File: config.mk
export PLATFORM = sky130hd
export DESIGN_NAME = pixel_mixer
export DESIGN_NICKNAME = d
export VERILOG_FILES = /design/src/rtl/pixel_mixer.sv
export SDC_FILE = /design/constraint.sdc
export NUM_CORES = 1
export LEC_CHECK = 0
export ABC_CLOCK_PERIOD_IN_PS = 2000
export CAP_MARGIN = 20
export CORE_ASPECT_RATIO = 0.75
export CORE_UTILIZATION = 32
export DETAILED_ROUTE_END_ITERATION = 10
export HOLD_SLACK_MARGIN = 0.08
export PLACE_DENSITY = 0.78
export SYNTH_ARGS = -nofsm -noshare
export SYNTH_HDL_FRONTEND = slang
export SYNTH_SLANG_ARGS = --single-unit
File: constraint.sdc
create_clock -name clk -period 2 [get_ports clk]
set_clock_uncertainty 0.15 [all_clocks]
set_input_delay 0.3 -clock clk [delete_from_list [all_inputs] [get_ports clk]]
set_output_delay 0.3 -clock clk [all_outputs]
set_load 0.01 [all_outputs]
File: src/rtl/pixel_mixer.sv
//-----------------------------------------------------------------------------
// pixel_mixer
//
// Row compositor that sits behind the sprite engine and the background and
// foreground tile engines. When a row is requested and all three layers have
// it prepared, it sweeps columns 0..WIDTH-1 over a shared pixel-address bus,
// resolves layer priority and transparency per pixel, looks the winning
// colour up in Palette-RAM and writes 24-bit RGB into the HDMI line buffer.
//
// Pipeline (cycle R = first RUN cycle):
//   issue  : column k on pmxr_pixel_addr in cycle R+k
//   select : layer data for k returns in R+k+1, palette address driven then
//   write  : palette data returns in R+k+2 and is written the same cycle
//
// Optional feature macro:
//   PIXEL_MIXER_LAYER_MASK_EN - adds input layer_mask[2:0]
//                               (bit0 bg, bit1 fg, bit2 sprite); a set bit
//                               forces that layer transparent for the row.
//
// Ports:
//   clk, rst          : clock, synchronous active-high reset
//   start             : compose the next row (only looked at in IDLE)
//   spr/bgr/fgr_done  : layer engines have the row prepared
//   pmxr_pixel_addr   : column broadcast to the layer engines
//   spr_pixel_data    : {5b palette, 4b colour}, spr_pixel_prio 2b priority
//   bgr/fgr_pixel_data: {4b palette, 4b colour}
//   backdrop          : RGB used when every layer is transparent
//   palram_addr       : Palette-RAM read address, palram_rddata 1 cycle later
//   lbuf_addr/wrdata/wren : line-buffer write port
//   busy, done        : row in progress / row finished (done high in IDLE)
//-----------------------------------------------------------------------------
`timescale 1ns/1ps

module pixel_mixer #(
  parameter int WIDTH = 320
) (
  input  logic        clk,
  input  logic        rst,
  input  logic        start,
  input  logic        spr_done,
  input  logic        bgr_done,
  input  logic        fgr_done,
  output logic [8:0]  pmxr_pixel_addr,
  input  logic [8:0]  spr_pixel_data,
  input  logic [1:0]  spr_pixel_prio,
  input  logic [7:0]  bgr_pixel_data,
  input  logic [7:0]  fgr_pixel_data,
  input  logic [23:0] backdrop,
`ifdef PIXEL_MIXER_LAYER_MASK_EN
  input  logic [2:0]  layer_mask,
`endif
  output logic [9:0]  palram_addr,
  input  logic [23:0] palram_rddata,
  output logic [8:0]  lbuf_addr,
  output logic [23:0] lbuf_wrdata,
  output logic        lbuf_wren,
  output logic        busy,
  output logic        done
);

  localparam logic [8:0] LAST_COL = 9'(WIDTH - 1);

  typedef enum logic [1:0] {
    S_IDLE,
    S_WAIT,
    S_RUN,
    S_DRAIN
  } state_t;

  state_t     state;
  logic [8:0] col;
  logic       drain_cnt;
  logic       layers_ready;

  // Stage-1 (select) registers: column whose layer data is arriving now.
  logic       s1_valid;
  logic [8:0] s1_col;

  // Stage-2 (write) registers: column whose palette data is arriving now.
  logic       s2_valid;
  logic [8:0] s2_col;
  logic       s2_backdrop;

  // Stage-1 combinational results.
  logic       bg_vis;
  logic       fg_vis;
  logic       spr_vis;
  logic [9:0] sel_addr;
  logic       sel_backdrop;
  logic [2:0] mask_q;

  assign layers_ready = spr_done & bgr_done & fgr_done;

  // Row control. The column counter doubles as the pixel-address output so
  // the address bus is a plain register. The counter is held at zero while
  // waiting so the first RUN cycle issues column 0 without a special case.
  always_ff @(posedge clk) begin
    if (rst) begin
      state     <= S_IDLE;
      col       <= '0;
      drain_cnt <= 1'b0;
    end else begin
      case (state)
        S_IDLE: begin
          if (start) begin
            state <= S_WAIT;
          end
        end
        S_WAIT: begin
          col <= '0;
          if (layers_ready) begin
            state <= S_RUN;
          end
        end
        S_RUN: begin
          if (col == LAST_COL) begin
            state     <= S_DRAIN;
            drain_cnt <= 1'b0;
          end else begin
            col <= col + 9'd1;
          end
        end
        S_DRAIN: begin
          // Two cycles: enough for the last column to pass select and write.
          if (drain_cnt) begin
            state <= S_IDLE;
          end else begin
            drain_cnt <= 1'b1;
          end
        end
        default: state <= S_IDLE;
      endcase
    end
  end

  assign pmxr_pixel_addr = col;
  assign busy            = (state != S_IDLE);
  assign done            = (state == S_IDLE);

`ifdef PIXEL_MIXER_LAYER_MASK_EN
  // The mask is captured as the row starts so a change mid-row cannot tear
  // the row; the last columns are still selected during DRAIN with this copy.
  logic [2:0] mask_r;

  always_ff @(posedge clk) begin
    if (rst) begin
      mask_r <= '0;
    end else if (state == S_WAIT && layers_ready) begin
      mask_r <= layer_mask;
    end
  end

  assign mask_q = mask_r;
`else
  assign mask_q = 3'b000;
`endif

  // Pipeline valid/column tracking. Layer data comes back exactly one cycle
  // after the column is issued, and palette data one cycle after that.
  always_ff @(posedge clk) begin
    if (rst) begin
      s1_valid    <= 1'b0;
      s1_col      <= '0;
      s2_valid    <= 1'b0;
      s2_col      <= '0;
      s2_backdrop <= 1'b0;
    end else begin
      s1_valid    <= (state == S_RUN);
      s1_col      <= col;
      s2_valid    <= s1_valid;
      s2_col      <= s1_col;
      s2_backdrop <= sel_backdrop;
    end
  end

  // Layer select. A colour nibble of zero is transparent; priority 0 removes
  // the sprite altogether. The sprite is slotted into the fg/bg order at the
  // position its priority asks for, which gives the three orderings with a
  // single chain of tests.
  always_comb begin
    bg_vis       = (bgr_pixel_data[3:0] != 4'd0) && !mask_q[0];
    fg_vis       = (fgr_pixel_data[3:0] != 4'd0) && !mask_q[1];
    spr_vis      = (spr_pixel_data[3:0] != 4'd0) && (spr_pixel_prio != 2'd0)
                   && !mask_q[2];
    sel_addr     = '0;
    sel_backdrop = 1'b0;
    if (spr_vis && spr_pixel_prio == 2'd3) begin
      sel_addr = {1'b1, spr_pixel_data};
    end else if (fg_vis) begin
      sel_addr = {2'b01, fgr_pixel_data};
    end else if (spr_vis && spr_pixel_prio == 2'd2) begin
      sel_addr = {1'b1, spr_pixel_data};
    end else if (bg_vis) begin
      sel_addr = {2'b00, bgr_pixel_data};
    end else if (spr_vis) begin
      sel_addr = {1'b1, spr_pixel_data};
    end else begin
      sel_backdrop = 1'b1;
    end
  end

  // The palette address is only meaningful while a selected column is in
  // stage 1; it is parked at zero otherwise so the bus is quiet between rows.
  assign palram_addr = s1_valid ? sel_addr : 10'd0;

  // Write stage. The write enable is cut by reset in the same cycle so an
  // aborted row never gets one more pixel written after reset is seen.
  assign lbuf_wren   = s2_valid && !rst;
  assign lbuf_addr   = s2_col;
  assign lbuf_wrdata = !s2_valid   ? 24'd0 :
                       s2_backdrop ? backdrop : palram_rddata;

endmodule

==> flow_summary.toml, run 1 <==
[routing]
route.detailed.drc = 0
avgViaCountPerCell = 4.90
routed_wl_um = 6630
num_vias = 2263
routedWlPerCell_um = 14.3
dr.pass1.iters = 4
ant_nets = 0
drt_iter0_markers = 81

[synthesis]
yosysMostFrequentCell = "nor2b_1"
synth_nets = 302
synthArstFlopShare = 0
yosys-top-cells-area = "dfxtp_1 34%, nor2b_1 14%, mux2i_1 13%, ha_1 3.3%, nor2_1 2.1%"
syn_inst = 216
yosys.area.top_type = "dfxtp_1"
yosysSeqAreaShare = 0.344
synth-edff-count = 0
synth_cell_types = 39
synth_top_area_frac = 0.344
synth_seq_cells = 33
ys_dominant_reg_cell = "dfxtp_1"
avgSynthCellArea_um2 = 8.90
yosys_warnings = 0
synth_area_um2 = 1920
synth_commonest_cells = "42 x nor2b_1, 33 x dfxtp_1, 24 x mux2i_1"

[pwr]
peakVddDrop_uv = 611
p_per_area_nw_per_um2 = 608
p_leak_nw = 1.59
total_power_mw = 2.30

[worst_setup_path]
cp-start-kind = "input port"
path_delay_family = "simple AND/OR/NAND/NOR gates"
cp_common_cell = "buf_6"
worstPathCellList = "buf_6, or4_4, buf_6, buf_6, nand3b_1, a31oi_1, o2bb2ai_1, buf_2"
max_stage_delay_ns = 0.56
worstPathArrival_ns = 1.80
required_ns = 1.55
crit_buf_inv = 4
slowest_stage = "or4_4"
critPathCaptureType = "output port"
crit_fanout = 4
critical_path_class = "input port to output port"

[sta]
worstMarginPinSlew_ns = 0.575
period_needed_ns = 2.25
period_share = 1.13
whs_ns = 0.286
setup_violations = 10
slew_violations = 0
relSlewSlack = 0.616
finalWorstSetupSlack_ns = -0.255
final_hold_viol_count = 0
fmax_ghz = 0.444
rsz0062_at_grt = "true"

[clock_tree]
cts_root_buf = "clkbuf_8"
htree_levels = 2
clkTransAtPathRegs_ns = 0.06
cts_hold_buffers = 0
cts_sinks = 33
cts_tree = "built"
clk_latency_ns = 0.28
cts.path.max_buffers = 2
cts_buffers = 5

[floorplan]
ios = 136
dieArea_um2 = 6320
initial_core_util = 0.332
rows = 24
fp.dieH_um = 69.1
core-area_um2 = 5800
die_x_um = 91.5

[global_routing]
grt_pass1_vias = 2200
grt_overflow_total = 0
grt_max_degree = 26
grt_pass1_wl_um = 10500
grt_use_total = 0.208
antenna_found_initial = 0

[placed_design]
postPlaceCellArea_um2 = 3520
routabilityCongestion = 0.827
dp_cells = 440
io_buffer_count = 135
dpl.hpwl_um = 4870

[finish]
diodes = 0
syn_to_final_growth_pct = 96.7
drive_gt1_frac = 0.219
final_cell_area_um2 = 3780
stdcell_count = 462
finalNetCount = 469

[status]
outcome = "complete, but fails checks"
violations = "setup timing"

[worst_hold_path]
hold_class = "register to register"

[run]
maxCapViolCount = 0
-- area by class of cell --
class                   count  area (µm²)
clock buffers               7        86.3
flip-flops and latches     33         664
multi-input cells         163        1260
fillers                   507        2020
well taps                  78        97.6
repair buffers            171        1600
inverters                   9        33.8
clock inverters             1        30.0
-- cell usage in the layout, fill, tap and decap left out, drive strengths merged, types with 2 or more instances in the layout --
master / netlist / routed
a21o: 2 / 2
a21oi: 8 / 8
a221o: 4 / 4
a31o: 2 / 2
a31oi: 6 / 6
and3: 4 / 4
and4: 2 / 2
buf: 4 / 53
clkbuf: 7 / 9
clkdlybuf4s15: 0 / 2
clkdlybuf4s50: 0 / 84
dfxtp: 33 / 33
dlygate4sd2: 0 / 28
dlymetal6s2s: 0 / 2
ha: 5 / 5
inv: 9 / 9
mux2i: 24 / 24
nand2: 9 / 9
nand3: 7 / 7
nand4: 4 / 4
nor2: 11 / 11
nor2b: 42 / 42
nor4: 2 / 2
o21ai: 7 / 7
o2bb2ai: 4 / 4
o31ai: 2 / 2
or3: 2 / 2
or4: 4 / 4
-- path summary, 6_finish.rpt --
kind | from | to | slack, ns | cells after the start
worst max-delay path | spr_pixel_data[3] | palram_addr[2] | -0.25 | 8
worst min-delay path | s1_col[7] | lbuf_addr[7] | 0.29 | 1
worst max register to register | state[1] | pmxr_pixel_addr[5] | 0.09 | 6
worst min register to register | s1_col[7] | lbuf_addr[7] | 0.29 | 1
-- per-stage QoR --
stage / setup WS (ns) / utilization / setup TNS (ns)
4_1_cts: -0.247 / 0.638 / -1.82
2_1_floorplan: 0.00199 / - / 0
3_5_place_dp: -1.09 / 0.607 / -9.88
3_3_place_gp: -1.01 / 0.607 / -9.29
6_report: -0.255 / 0.652 / -2.03
5_1_grt: -0.313 / 0.652 / -2.55
-- flip-flops by register name, indices dropped and copies added, names as in the netlist --
name             count
pmxr_pixel_addr      9
lbuf_addr            9
s1_valid             1
s2_valid             1
state                2
drain_cnt            1
s1_col               9
s2_backdrop          1
-- metal layers --
layer | routed length, µm | up-vias | track usage | part of all wire
met5 | 0 | - | 0 | 0
met4 | 65 | 0 | 0.0406 | 0.0098
met3 | 418 | 8 | 0.0530 | 0.063
met2 | 3360 | 88 | 0.366 | 0.51
met1 | 2780 | 1052 | 0.256 | 0.42
li1 | - | 1115 | - | -
-- report_power, final --
group	switching, mW	internal [mW]
clock	0.231	0.406
combinational	0.434	0.493
sequential	0.0367	0.699
-- repair_timing --
action	in CTS	in global routing
gates resized for setup	115	25
cloned	1	0
setup buffers	10	3
setup endpoints to repair	35	16
pin swaps	16	12
-- worst register-to-register path: stages, from the launching register on --
cell and delay, ns:
dfxtp_1 0.36, inv_1 0.10, ha_2 0.23, nor2_1 0.08, a41o_4 0.29, or4_1 0.48
a21oi_1 0.15
-- cell families after synthesis --
logic type | share of synthesized area
AO/OA/AOI/OAI | 0.168
XOR/XNOR | 0.00456
adder cells (fa/ha/maj) | 0.0326
buffers and inverters | 0.0449
flip-flops | 0.344
multiplexers | 0.125
AND/OR/NAND/NOR | 0.281
(Power assumes the default switching activity.)
==> inputs of run 2 (changes only) <==
Settings changed: CORE_MARGIN from default to 1.5, CTS_BUF_LIST from default to sky130_fd_sc_hd__clkbuf_8.
==> flow_summary.toml, run 2 (synthesis results as in run 1) <==
[worst_hold_path]
hold_depth = 1
hold_class = "register to register"

[clock_tree]
cts_root_buf = "clkbuf_8"
clkTransAtPathRegs_ns = 0.07
clk_latency_ns = 0.28
cts_sinks = 33
cts_tree = "built"
cts.path.max_buffers = 2
cts_hold_buffers = 0
cts_buffers = 5
htree_levels = 2

[worst_setup_path]
reg2reg_from = "state[0]"
required_ns = 1.55
regToRegSetupSlack_ns = 0.13
critPathCapture = "palram_addr[4]"
crit_start = "spr_pixel_data[3]"
cp-start-kind = "input port"
critPathCaptureType = "output port"
critical_path_class = "input port to output port"
worstPathArrival_ns = 1.83
crit_fanout = 5
ff2ff_path_depth = 5
r2r-end = "state[0]"

[finish]
diodes = 0
seqCellArea_um2 = 663
syn_to_final_growth_pct = 91.2
final_util = 0.634
final_cell_mix = "84 x clkdlybuf4s50_1, 42 x nor2b_1, 31 x dfxtp_1"
finalNetCount = 464
layout_commonest_cell = "clkdlybuf4s50_1"
multi_input_area_um2 = 1250
stdcell_count = 457
drive_gt1_frac = 0.201
fillers = 505

[sta]
setup_violations = 9
rsz0062_at_grt = "true"
worstMarginPinSlew_ns = 0.512
relSlewSlack = 0.658
slew_violations = 0
fmax_ghz = 0.439
finalWorstSetupSlack_ns = -0.279
final_hold_viol_count = 0
period_needed_ns = 2.28
period_share = 1.14

[routing]
num_vias = 2236
routed_wl_um = 6510
routedWlPerCell_um = 14.2
avgViaCountPerCell = 4.89
route.detailed.drc = 0
dr.pass1.iters = 4
drt_iter0_markers = 64
ant_nets = 0

[floorplan]
ios = 136
fp.dieH_um = 70.1
die_x_um = 92.5
core-area_um2 = 5800
dieArea_um2 = 6480
initial_core_util = 0.332
rows = 24

[placed_design]
dpl.hpwl_um = 4830
dp_cells = 439
routabilityCongestion = 0.771
io_buffer_count = 135

[pwr]
peakVddDrop_uv = 627
p_leak_nw = 1.55
p_per_area_nw_per_um2 = 586

[status]
violations = "setup timing"
outcome = "complete, but fails checks"

[global_routing]
grt_max_degree = 26
grt_most_used_layer = "met2"
grt_overflow_total = 0
grt_use_met1 = 0.240
antenna_found_initial = 0
grt_pass1_wl_um = 10300
grt_use_total = 0.199
groute.layer.met2.usage = 0.348
met3_usage = 0.0490
grt_pass1_vias = 2179

[run]
maxCapViolCount = 0
-- run 2: critical path: stages --
cell and delay, ns:
buf_6 0.09, or4_4 0.58, a2111oi_4 0.34, buf_4 0.19, buf_6 0.09, a221o_1 0.12, buf_2 0.12
-- run 2: final cells by class --
| cell class | instances | area share |
|---|---|---|
| tap | 78 | 0.0266 |
| multi-input combinational | 163 | 0.340 |
| inverter | 9 | 0.00919 |
| sequential | 33 | 0.180 |
| timing repair buffer | 166 | 0.420 |
| clock inverter | 3 | 0.00477 |
| clock buffer | 5 | 0.0187 |
-- run 2: how the worst min path moves through the flow --
stage,start,endpoint
final,s1_col[7],lbuf_addr[7]
after global routing,s1_col[7],lbuf_addr[7]
after CTS,s1_col[7],lbuf_addr[7]
after detailed placement,s1_col[7],lbuf_addr[7]
after global placement,s1_col[3],lbuf_addr[3]
after floorplan,s1_col[0],lbuf_addr[0]
-- run 2: repair_timing --
item / CTS / global route
endpoints found under the hold margin: 0 / 0
gates cloned: 1 / 0
pin swaps: 10 / 3
setup buffers: 7 / 3
endpoints found under the setup margin: 35 / 19
gates resized for setup: 98 / 23
-- run 2: through the flow --
stage               TNS (ns)  hold slack [ns]  cell area [µm²]  total power, mW  worst slack [ns]
floorplan                  0            0.264             1930             1.18           0.00199
detailed placement     -9.41            0.275             3510             1.67             -1.08
finish                 -1.74            0.283             3670             2.15            -0.279
CTS                    -1.57            0.291             3610             2.11            -0.287
global placement       -8.99            0.266             3510             1.64             -1.00
global route           -2.18            0.303             3670             2.29            -0.341
-- run 2: report_power, final --
part | total [mW] | internal (mW) | switching, mW
Sequential | 0.747 | 0.702 | 0.0448
Combinational | 0.913 | 0.483 | 0.430
Clock | 0.493 | 0.240 | 0.253
-- run 2: routing by layer --
| metal | vias to the layer above | routed length [µm] |
|---|---|---|
| li1 | 1103 | - |
| met1 | 1035 | 2760 |
| met2 | 82 | 3190 |
| met3 | 16 | 387 |
| met4 | 0 | 169 |
| met5 | - | 0 |
==> inputs of run 3 (changes only) <==
Settings changed: CTS_BUF_LIST sky130_fd_sc_hd__clkbuf_8 to sky130_fd_sc_hd__clkbuf_8 sky130_fd_sc_hd__clkbuf_16.
==> results of run 3 <==
Final layout, timing and power as in run 2 (identical DEF).
==> variant: new RTL, config.mk and constraints of run 2 <==
The 4 states of `state_t` get a one-hot encoding in 4 bits.
--- a/src/rtl/pixel_mixer.sv
+++ b/src/rtl/pixel_mixer.sv
@@ -60,11 +60,11 @@
 
   localparam logic [8:0] LAST_COL = 9'(WIDTH - 1);
 
-  typedef enum logic [1:0] {
-    S_IDLE,
-    S_WAIT,
-    S_RUN,
-    S_DRAIN
+  typedef enum logic [3:0] {
+    S_IDLE  = 4'b0001,
+    S_WAIT  = 4'b0010,
+    S_RUN   = 4'b0100,
+    S_DRAIN = 4'b1000
   } state_t;
 
   state_t     state;
Check against the original RTL: no difference found for any inputs over 10 cycles, from zero or initial values and one cycle with rst high; not proved beyond that.
==> variant against run 2 <==
  * Worst setup slack improved by 0.055 ns
  * Final area is 2.0% higher
  * The run still ends with setup timing left
  * Core utilization barely moved
  * Via count rose by 0.98%
  * Count of clock-buffer cells in the layout did not move
  * Synthesized cell count is 2.3% higher
  * Area after synthesis rose by 3.3%
  * Wire length rose by 4.1%
  * Critical path type unchanged
  * Sequential cell count is 2 higher
Power is not compared: it rests on default switching activity, and its combinational part moved more than twofold at a synthesized area within 25%.
==> variant: results (changes against run 2) <==
NetSw = 357 uW
Leak Pwr = 0.00154 uW
CP endpoint = palram_addr[7]
Clock latency on the worst-skew pair = 0.29 ns
Routed WL = 6780 um (+4.1%)
Synth Flop Type = dfxtp_1
Vias post-DR = 2258 (+0.98%)
CTS Buf Count = 5 (unchanged)
R2R Path End = pmxr_pixel_addr[0]$_SDFFE_PP0P_
DR iter-0 viols = 58 (-9.4%)
Post-Syn Nets = 303 (+0.33%)
Layout cell share with drive strength beyond 1 = 0.209 (+0.00835)
GP Congestion = 0.847 (+9.9%)
First-pass GRT wire length = 10400 um (+0.80%)
Failing checks = setup timing
Relative slew slack = 0.667 (+0.00933)
Comb pwr share = 0.168
HPWL after DPL = 5260 um (+8.8%)
Final Hold Slack = 0.285 ns (+0.00187 ns)
WP data arrival = 1.77 ns (-0.06 ns)
CTS root buffer = clkbuf_8
Synth async-reset ratio = 0 (unchanged)
Yosys cell types = 47 (+21%)
CP Max Fanout = 4 (-1)
RR Startpoint = pmxr_pixel_addr[1]$_SDFFE_PP0P_
Top post-synthesis cells by area = dfxtp_1 (35%), nor2b_1 (13%), mux2i_1 (12%), a221o_1 (2.0%), a31oi_1 (1.9%)
Warnings from Yosys = 0 (unchanged)
Hold Path Class = reg2reg
Clock power frac = 0.393
Clk buf depth = 2 (unchanged)
Outcome = finished with violations
Vias in the first global route = 2140 (-1.8%)
Crit path from = spr_pixel_data[3]
Total track usage = 0.198 (-0.000929)
PortBufs = 135 (unchanged)
Nets@finish = 464 (unchanged)
Setup violations, final = 10 (+1)
Final Hold Fails = 0 (unchanged)
First-pass DRT Iterations = 4 (unchanged)
Seq/Total Area, Yosys = 0.353 (+0.00912)
Commonest cells in the netlist = nor2b_1 (42), dfxtp_1 (35), mux2i_1 (24)
ANT cells = 0 (unchanged)
Largest net degree at the start of global routing = 26 (unchanged)
Final worst slack = -0.224 ns (+0.0549 ns)
Initial antenna violation count = 0 (unchanged)
R2r worst-path depth = 5 (unchanged)
FF-to-FF setup slack = 0.17 ns (+0.04 ns)
==> variant: cell count changes after synthesis, moves of 2 or more <==
cell | run 2 | this run
o22ai_1 | 0 | 4
ha_1 | 5 | 1
o211ai_1 | 1 | 3
and2_1 | 1 | 3
nand3b_1 | 1 | 3
inv_1 | 9 | 3
nor4_2 | 2 | 0
dfxtp_1 | 33 | 35
mux2_1 | 0 | 2
and2b_1 | 0 | 2
o2bb2ai_1 | 4 | 0
==> variant: metrics by stage <==
stage	setup slack (ns)	std cells	total power (uW)	TNS [ns]	instance area (um^2)
after floorplan	0.0141	221	784	0	1990
after global placement	-0.902	446	987	-8.62	3580
after detailed placement	-0.990	446	992	-9.19	3580
after CTS	-0.224	458	1610	-1.27	3690
after global routing	-0.268	461	1680	-2.00	3750
final	-0.224	461	1610	-1.45	3750
==> variant: cell families (layout without fill, tap and decap cells) <==
group,Yosys count,in the layout,share of synthesized area
buf+inv,15,177,0.0309
mux,26,26,0.132
simple gates,105,105,0.339
xor+xnor,2,2,0.00882
compound gates,37,37,0.130
flops,35,35,0.353
fa+ha+maj,1,1,0.00630
==> variant: how the worst min path moves through the flow <==
stage | cells past startpoint | startpoint | to
4_1_cts | 1 | s1_col[3]$_SDFF_PP0_ | lbuf_addr[3]$_SDFF_PP0_
3_5_place_dp | 1 | s1_col[3]$_SDFF_PP0_ | lbuf_addr[3]$_SDFF_PP0_
3_3_place_gp | 1 | s1_col[3]$_SDFF_PP0_ | lbuf_addr[3]$_SDFF_PP0_
5_1_grt | 1 | s1_col[0]$_SDFF_PP0_ | lbuf_addr[0]$_SDFF_PP0_
6_report | 1 | s1_col[3]$_SDFF_PP0_ | lbuf_addr[3]$_SDFF_PP0_
2_1_floorplan | 1 | rst | s1_valid$_SDFF_PP0_
==> variant: per-layer routing <==
metal / GRT usage / vias up / share of wire
li1: - / 1127 / -
met3: 0.0594 / 11 / 0.087
met4: 0.0547 / 0 / 0.018
met2: 0.353 / 93 / 0.48
met1: 0.231 / 1027 / 0.41
met5: 0 / - / 0
==> variant: worst max-delay path, cell delays in order <==
cell,delay (ns)
buf_6,0.09
or4_4,0.58
a211oi_4,0.25
buf_4,0.15
and3_4,0.17
a221o_1,0.11
buf_2,0.13
==> variant: layout make-up <==
cell class                      instances  area (um^2)
Clock buffer                            5         68.8
Clock inverter                          3         43.8
Fill cell                             530         2170
Inverter                                3         11.3
Multi-Input combinational cell        171         1290
Sequential cell                        35          706
Tap cell                               78         97.6
Timing Repair Buffer                  166         1530
==> variant: repair_timing <==
item,CTS,global route
cloned,1,0
endpoints found under the setup margin,37,17
pin swaps,8,12
gates resized for setup,117,15
setup buffers,3,3
